--- config.mk ---
export PLATFORM = sky130hd
export DESIGN_NAME = ram8_copy
export DESIGN_NICKNAME = d
export VERILOG_FILES = /design/src/rtl/ram8_copy.sv
export SDC_FILE = /design/constraint.sdc
export NUM_CORES = 1
export LEC_CHECK = 0
export CORE_MARGIN = 4
export CORE_UTILIZATION = 44
export CTS_CLUSTER_DIAMETER = 30
export DETAILED_ROUTE_END_ITERATION = 8
export GPL_ROUTABILITY_DRIVEN = 0
export GPL_TIMING_DRIVEN = 0
export PLACE_DENSITY = 0.77
export RECOVER_POWER = 100
export SLEW_MARGIN = 20
export SYNTH_ARGS = -nofsm -noshare
export SYNTH_HDL_FRONTEND = slang
export SYNTH_SLANG_ARGS = --single-unit
--- constraint.sdc ---
create_clock -name clk -period 2.15 [get_ports clk]
set_input_delay 0.5375 -clock clk [delete_from_list [all_inputs] [get_ports clk]]
set_output_delay 0.5375 -clock clk [all_outputs]
set_load 0.02 [all_outputs]
--- src/rtl/ram8_copy.sv ---
// rtl/ram8_copy.sv - byte-wide RAM block copy engine with optional fill mode
//
// Moves len bytes from src to dst over a single-port synchronous RAM,
// one READ cycle then one WRITE cycle per byte, addresses ascending and
// wrapping modulo 2^ADDR_W.
//
// Build option: RAM8_COPY_FILL_EN enables fill mode. When it is set, fill=1
// at start writes fill_val to len bytes at dst, one byte per cycle.
// Without it, fill and fill_val are ignored and every request is a copy.
//
// Ports:
//   clk, rst_n           clock, asynchronous active-low reset
//   start                request, accepted only while idle
//   fill                 mode at start: 0 copy, 1 fill
//   src, dst             first source / destination byte address
//   len                  byte count, 0..2^ADDR_W
//   fill_val             fill byte
//   busy                 high while reading or writing
//   done                 one-cycle completion pulse
//   mem_en, mem_wr       RAM enable / write strobe
//   mem_addr, mem_din    RAM address / write data
//   mem_dout             RAM read data, valid the cycle after a read
module ram8_copy #(
    parameter int ADDR_W = 15
) (
    input  logic              clk,
    input  logic              rst_n,
    input  logic              start,
    input  logic              fill,
    input  logic [ADDR_W-1:0] src,
    input  logic [ADDR_W-1:0] dst,
    input  logic [ADDR_W:0]   len,
    input  logic [7:0]        fill_val,
    output logic              busy,
    output logic              done,
    output logic              mem_en,
    output logic              mem_wr,
    output logic [ADDR_W-1:0] mem_addr,
    output logic [7:0]        mem_din,
    input  logic [7:0]        mem_dout
);

    typedef enum logic [1:0] {
        IDLE,
        READ,
        WRITE,
        DONE
    } state_t;

    state_t            state;
    state_t            state_nx;
    logic [ADDR_W-1:0] src_q;
    logic [ADDR_W-1:0] dst_q;
    logic [ADDR_W:0]   cnt_q;
    logic              last_byte;
    logic              fill_req;
    logic              fill_q;

`ifdef RAM8_COPY_FILL_EN
    logic [7:0] val_q;

    assign fill_req = fill;

    always_ff @(posedge clk or negedge rst_n) begin
        if (!rst_n) begin
            fill_q <= 1'b0;
            val_q  <= 8'd0;
        end else if (state == IDLE && start) begin
            fill_q <= fill;
            val_q  <= fill_val;
        end
    end
`else
    logic unused_fill;

    assign fill_req    = 1'b0;
    assign fill_q      = 1'b0;
    assign unused_fill = ^{fill, fill_val};
`endif

    // The count still holds the pre-decrement value during WRITE, so a
    // count of one means this write is the final byte.
    assign last_byte = (cnt_q == (ADDR_W+1)'(1));

    always_ff @(posedge clk or negedge rst_n) begin
        if (!rst_n) begin
            state <= IDLE;
            src_q <= '0;
            dst_q <= '0;
            cnt_q <= '0;
        end else begin
            state <= state_nx;
            case (state)
                IDLE: begin
                    if (start) begin
                        src_q <= src;
                        dst_q <= dst;
                        cnt_q <= len;
                    end
                end
                WRITE: begin
                    src_q <= src_q + ADDR_W'(1);
                    dst_q <= dst_q + ADDR_W'(1);
                    cnt_q <= cnt_q - (ADDR_W+1)'(1);
                end
                default: ;
            endcase
        end
    end

    always_comb begin
        state_nx = state;
        busy     = 1'b0;
        done     = 1'b0;
        mem_en   = 1'b0;
        mem_wr   = 1'b0;
        mem_addr = '0;
        mem_din  = 8'd0;
        case (state)
            IDLE: begin
                if (start) begin
                    if (len == '0)
                        state_nx = DONE;
                    else if (fill_req)
                        state_nx = WRITE;
                    else
                        state_nx = READ;
                end
            end
            READ: begin
                busy     = 1'b1;
                mem_en   = 1'b1;
                mem_addr = src_q;
                state_nx = WRITE;
            end
            WRITE: begin
                busy     = 1'b1;
                mem_en   = 1'b1;
                mem_wr   = 1'b1;
                mem_addr = dst_q;
`ifdef RAM8_COPY_FILL_EN
                mem_din  = fill_q ? val_q : mem_dout;
`else
                mem_din  = mem_dout;
`endif
                if (last_byte)
                    state_nx = DONE;
                else if (fill_q)
                    state_nx = WRITE;
                else
                    state_nx = READ;
            end
            DONE: begin
                done     = 1'b1;
                state_nx = IDLE;
            end
            default: state_nx = IDLE;
        endcase
    end

endmodule

# Yosys cells after proc, flatten, opt, wreduce, memory -nomap -nowiden
# Cells that the tools add are included.
[totals]
register_bits = 48
output_inout_bits = 27
elab_cells = 32
[classes]
add_sub_neg = 3
n_eq_ne = 5
muxes = 15
n_reduce_logical = 5
[ops]
columns = ["op", "n"]
rows = [
  ["one-hot mux 15 bit (2 select lines)", 3],
  ["one-hot mux 16 bit (2 select lines)", 1],
  ["adder 15 x 1 -> 15 bit (second input constant)", 2],
  ["two-way mux 15 bit", 2],
  ["equality test 16 x 1 -> 1 bit (second input constant)", 1],
  ["zero test 16 bit", 1],
  ["two-way mux 16 bit", 1],
  ["subtractor 16 x 1 -> 16 bit (second input constant)", 1],
  ["two-way mux 8 bit", 1],
  ["one-hot mux 2 bit (4 select lines)", 1],
  ["two-way mux 2 bit", 3],
  ["equality test 2 bit (second input constant)", 2],
  ["two-way mux 1 bit", 3],
  ["equality test 2 x 1 -> 1 bit (second input constant)", 1],
  ["zero test 2 bit", 1],
  ["inequality test 2 bit (second input constant)", 1],
  ["AND reduction 2 bit", 1],
  ["nonzero test 2 bit", 1],
  ["OR reduction 2 bit", 1],
]

# Longest topological paths before layout
# Gate-level depths: netlist (run 1).
[logic_depth]
depth_word = 4
mapped_depth = 9
ltp_nobuf = 6

# Worst setup path after synthesis (run 1)
# OpenSTA, ideal clock, no wires.
[synth_timing]
path_type = "reg2out"
start = "register state[0]"
end = "output port mem_addr[12]"
arrival_time_ns = 2.012
path_slack_ns = -0.399
stages_incl_launch_ff = 8
path_buffers = 3
cell_sequence = "dfrtp_1 > inv_1 > ha_1 > clkbuf_1 > clkbuf_1 > buf_2 > nand2_1 > a21boi_1"
[synth_between]
elab_chain_len = 2
word_cells_on_any_way = 3
classes_between = "eq/ne: 2; mux: 1"
[synth_lines]
columns = ["item", "line_no", "rtl"]
rows = [
  ["start: declaration", "50", "state_t state;"],
  ["start signal: assignment", "92", "state <= state_nx;"],
  ["equality test 2 bit / equality test 2 x 1 -> 1 bit (equally long branches)", "119", "case (state)"],
  ["one-hot mux 15 bit (2 select lines) (*)", "119", ""],
  ["end: declaration", "38", "output logic [ADDR_W-1:0] mem_addr,"],
]
# Every way passes the cells marked *; elsewhere a longest branch is shown, timed or not.

# Worst setup path in the final report (run 1)
[layout_timing]
start = "register state[1]"
end = "output port mem_addr[9]"
# Same word-level chain as after synthesis.

==> results of run 1 <==
-- cells in the final DEF, fill, tap and decap left out, types with 5 or more instances in the layout --
cell type and count:
clkbuf_2 10, ha_1 5, a22oi_2 10, clkdlybuf4s50_1 54, o22ai_1 33, inv_1 8
o21ai_0 13, or4_1 5, nor4_1 8, nor3_1 9, buf_2 12, clkbuf_1 6
nor3b_1 9, buf_4 20, nand3_1 24, clkbuf_8 5, mux2i_1 14, buf_6 19
dfrtp_1 46, nand2_1 27, a31o_1 6, nor2_1 23, nor2b_2 6, a21oi_1 33
a31oi_1 6, nand4_1 12, and2_1 8
-- worst max-delay path, cell delays in order, from the launching register on --
cell	delay [ns]
dfrtp_2	0.45
inv_2	0.09
buf_6	0.10
ha_4	0.18
clkbuf_16	0.17
nand2_1	0.10
a21boi_4	0.17
buf_6	0.13
-- per-stage QoR --
stage / instances / util (%) / total power [mW] / setup TNS [ns] / hold slack (ns)
floorplan: 411 / - / 0.9432 / 0 / 0.2419
detailed placement: 593 / 59.67 / 1.090 / -31.40 / 0.5142
CTS: 611 / 64.84 / 1.736 / -0.6486 / 0.2723
global route: 614 / 66.36 / 1.775 / -2.187 / 0.5526
finish: 614 / 66.36 / 1.723 / -0.7149 / 0.4890
global placement: 593 / 59.70 / 1.090 / -75.34 / 0.5005
-- power by group --
part / leakage [nW] / switching (mW) / internal (mW)
Sequential: 0.559 / 0 / 0.902
Combinational: 1.41 / 0.0602 / 0.108
Clock: 0.0501 / 0.318 / 0.335
Total: 2.02 / 0.378 / 1.34
-- state kept, by name, indices dropped and copies added, names as in the netlist --
signal / cells
cnt_q: 16
dst_q: 15
src_q: 15
state: 2
-- final timing paths --
check	to	startpoint	cells past startpoint
min reg2reg	dst_q[14]	dst_q[14]	1
max reg2reg	dst_q[9]	state[0]	10
max in group asynchronous	state[0]	rst_n	1
min	cnt_q[7]	rst_n	1
max	mem_addr[9]	state[1]	7
min in group clk	dst_q[14]	dst_q[14]	1
-- per-layer routing --
metal	wire [um]	track usage, %
met4	184	7.938
met5	0	0
met3	1052	2.580
met1	4850	33.90
met2	5750	42.44
-- cell families (layout without fill, tap and decap cells) --
logic type / after synthesis / after routing
mux: 19 / 19
fa+ha+maj: 8 / 8
flops: 48 / 48
buf+inv: 45 / 149
simple gates: 166 / 166
compound gates: 125 / 125
-- timing repair --
action                                  4_1_cts  5_1_grt
gates cloned                                  0        1
pin swaps                                     3        4
hold buffers                                  0        0
buffers inserted                             14        4
endpoints found under the setup margin       66       63
gates resized for setup                     176       38
-- cell type report --
class,count,share of cell area [%]
plain buffers,31,5.574
clock buffers,5,1.400
clock inverters,1,0.6108
inverters,10,0.8145
multi-input cells,318,45.25
flip-flops and latches,48,24.48
well taps,99,2.520
repair buffers,102,19.34
==> impl_metrics.ini, run 1 <==
[pwr]
leakage_nw = 2.021
irDropWorstVdd_mv = 0.3288
power.density_nw_per_um2 = 350.5

[placed_design]
post_dp_cell_area_um2 = 4420
hpwl_um = 8020
io_buffer_count = 83
place_ws_ns = -0.8604

[die]
num_rows = 31
die-height_um = 96.11
initial_core_util_pct = 46.11
fp.dieArea_um2 = 9237
die_w_um = 96.11
core_area_um2 = 7408
pin_count = 93

[route]
vias_per_cell = 6.135
antenna_left = 0
dr_total_vias = 3767
drtIter0Drc = 452
route.detailed.drc = 0
wl_per_cell_um = 19.28
first_pass_iters = 5
finalWirelength_um = 11840

[grt]
grt_max_degree = 49
grt_pass1_vias = 3569
gr-total-overflow = 0
antenna_found_initial = 0
grt_pass1_wl_um = 18000
gr-usage-all-layers_pct = 25.20

[logic_synthesis]
synthTopCellsByCount = 48 x dfrtp_1, 34 x a21oi_1, 33 x o22ai_1
syn_area_um2 = 3416
synth_warnings = 0
synthArstFlopShare_pct = 100.0
synth-compound-area-share_pct = 23.19
synth_flop_cell = dfrtp_1
synth_mux_area_share_pct = 5.714
yosysTopAreaCell = dfrtp_1
synth_cell_types = 51
yosysTopAreaCellShare_pct = 35.16
synth_cells = 411
syn-num-nets = 485
synth_edf_count = 0
ys_top_cells_by_area = dfrtp_1 35%, o22ai_1 6.0%, a21oi_1 5.0%
synth_xor_area_share_pct = 0
synth_most_common_cell = dfrtp_1
synthSimpleGateAreaFrac_pct = 27.29
yosysSeqAreaShare_pct = 35.16
avgSynthCellArea_um2 = 8.311
synth_top_family_by_area = simple AND/OR/NAND/NOR gates
synthAdderAreaFrac_pct = 2.930
synth_seq_cells = 48

[final_layout]
diodes = 0
area_growth_pct = 43.92
design_area_um2 = 4916
nFillCells = 626
multi_input_area_um2 = 2225
drive_gt1_share_pct = 23.88
fin_nets = 590
seqCellArea_um2 = 1204

[clocking]
path_clk_slew_ns = 0.09
clock_latency_ns = 0.31
cts_made_buffers = 5
htreeDepth = 2
clk_path_buf_depth = 2
cts_root_buffer = clkbuf_8
clock_sinks = 48
cts_tree = yes

[timing]
setup_viol = 16
period_share_pct = 104.2
finalHoldViolations = 0
clock_skew_ns = 0.01017
worst_slack_ns = -0.09060
rsz0062_at_grt = yes
post-route-min-period_ns = 2.241
timing.final.max_slew_violations = 0
relSlewSlack_pct = 15.51
tightest_slew_ns = 1.267
fmax_mhz = 446.3

[setup_path]
cp_max_fo = 5
r2r_setup_slack_ns = 0.01
arrival_ns = 1.70
criticalPathCategory = reg2out
required_ns = 1.61
end_kind = output pin
setup.worst_path.start_class = flop

[run_status]
status = finished with violations
violations = negative setup slack

[run]
maxCapViolCount = 0

[min_path]
hold_path.class = in2async
(Power assumes the default switching activity.)
==> run 2, diff against run 1 <==
GPL_TIMING_DRIVEN = not set   (was 0)
SETUP_SLACK_MARGIN = 0.3   (was not set)
==> run 2 against run 1 <==
Compared with the run above: the run still ends with negative setup slack left; count of clock-buffer cells in the layout is 2 higher; wire length is 27% higher; clock skew is 0.013 ns higher; worst setup slack worse by 0.021 ns; die area stayed put; design area is 19% higher; hold slack worse by 0.057 ns; global-route usage is 2.7 points higher; critical path depth is 1 lower; critical path type unchanged.
==> impl_metrics.ini, run 2 (synthesized netlist as in run 1, its figures left out) <==
[clocking]
path_clk_slew_ns = 0.11
clk_path_buf_depth = 2
clock_sinks = 48
cts_root_buffer = clkbuf_8
clock_latency_ns = 0.33
htreeDepth = 2
cts_tree = yes
cts_made_buffers = 5

[setup_path]
arrival_ns = 1.72
end_kind = output pin
required_ns = 1.61
cp_max_fo = 6
setup.worst_path.start_class = flop
criticalPathCategory = reg2out

[final_layout]
layout_commonest_cell = clkdlybuf4s50_1
largest_reg_flops = 16
fin_nets = 613
seqCellArea_um2 = 1202
final_cells = 639
mostFrequentLayoutCells = 54 x clkdlybuf4s50_1, 47 x dfrtp_1, 44 x buf_6, 40 x buf_4, 19 x a21oi_1
drive_gt1_share_pct = 45.19
design_area_um2 = 5859
top_regs = cnt_q (16), dst_q (15), src_q (15)
multi_input_area_um2 = 2760
regMostFlops = cnt_q
nFillCells = 432
area_growth_pct = 71.54
diodes = 0

[grt]
grt_pass1_wl_um = 19780
grt_util_met1_pct = 34.64
gr-usage-all-layers_pct = 27.92
grt_pass1_vias = 3931
antenna_found_initial = 0
globalRouteMet2Util_pct = 46.87
gr-total-overflow = 0
grt_max_degree = 21
use_met3_pct = 4.926
busiest_layer = met2

[placed_design]
place_ws_ns = -0.2380
hpwl_um = 7771
post-place-cells = 607
io_buffer_count = 83
post_dp_cell_area_um2 = 4745

[die]
pin_count = 93
fp.dieArea_um2 = 9237
initial_core_util_pct = 46.11
die_w_um = 96.11
core_area_um2 = 7408
num_rows = 31
die-height_um = 96.11

[route]
finalWirelength_um = 15010
wl_per_cell_um = 23.49
dr_total_vias = 4321
vias_per_cell = 6.762
antenna_left = 0
drtIter0Drc = 469
first_pass_iters = 5
route.detailed.drc = 0

[timing]
post-route-min-period_ns = 2.261
holdWs_ns = 0.4320
timing.final.max_slew_violations = 0
rsz0062_at_grt = yes
period_share_pct = 105.2
setup_viol = 11
finalHoldViolations = 0
worst_slack_ns = -0.1114
fmax_mhz = 442.2
tightest_slew_ns = 1.225
clock_skew_ns = 0.02270
relSlewSlack_pct = 18.31

[min_path]
hold_path.class = in2async

[pwr]
leakage_nw = 2.382
power.density_nw_per_um2 = 293.7
irDropWorstVdd_mv = 0.2338
power_mw = 1.721

[run_status]
status = finished with violations
violations = negative setup slack

[run]
maxCapViolCount = 0
## run 2: path summary, 6_finish.rpt
check | start | end | slack (ns) | depth (start not counted)
max | state[1] | mem_addr[8] | -0.11 | 6
min in group clk | dst_q[0] | dst_q[0] | 0.57 | 2
min reg2reg | dst_q[0] | dst_q[0] | 0.57 | 2
max in group asynchronous | rst_n | cnt_q[8] | 0.60 | 2
max reg2reg | state[1] | src_q[7] | 0.01 | 10
min | rst_n | cnt_q[5] | 0.43 | 1
## run 2: per-stage QoR
step | setup TNS, ns | util [%]
2_1_floorplan | 0 | -
3_3_place_gp | -5.284 | 64.04
3_5_place_dp | -7.195 | 64.04
4_1_cts | -0.08237 | 74.63
5_1_grt | -1.218 | 79.09
6_report | -0.5494 | 79.09
## run 2: worst max-delay path, cell delays in order (launching register included)
cell and delay (ns):
dfrtp_1 0.41, buf_6 0.13, ha_4 0.20, buf_12 0.15, a22oi_2 0.27, nor2b_2 0.09
buf_6 0.14
## run 2: area by class of cell
class / instances / area share (%)
Tap cell: 99 / 2.114
Multi-Input combinational cell: 318 / 47.11
Clock inverter: 1 / 0.1281
Clock buffer: 7 / 1.473
Inverter: 10 / 0.6406
Timing Repair Buffer: 156 / 28.02
Sequential cell: 48 / 20.52
## run 2: power breakdown
part	total [mW]	internal [mW]	switching, mW
Clock	0.621	0.263	0.358
Combinational	0.198	0.125	0.0737
Sequential	0.902	0.902	0
Total	1.72	1.29	0.432
## run 2: routing by layer
| layer | vias to the layer above | wire length, um | share of wire [%] |
|---|---|---|---|
| met5 | - | 0 | 0 |
| met4 | 0 | 950 | 6.3 |
| met3 | 101 | 1352 | 9.0 |
| met2 | 341 | 7329 | 49 |
| met1 | 2067 | 5375 | 36 |
| li1 | 1812 | - | - |
## run 2: what timing repair did
action,CTS,global route
hold buffers,0,0
setup endpoints to repair,74,72
resized for setup,265,78
pin swaps,22,16
gates cloned,4,0
setup buffers,15,5
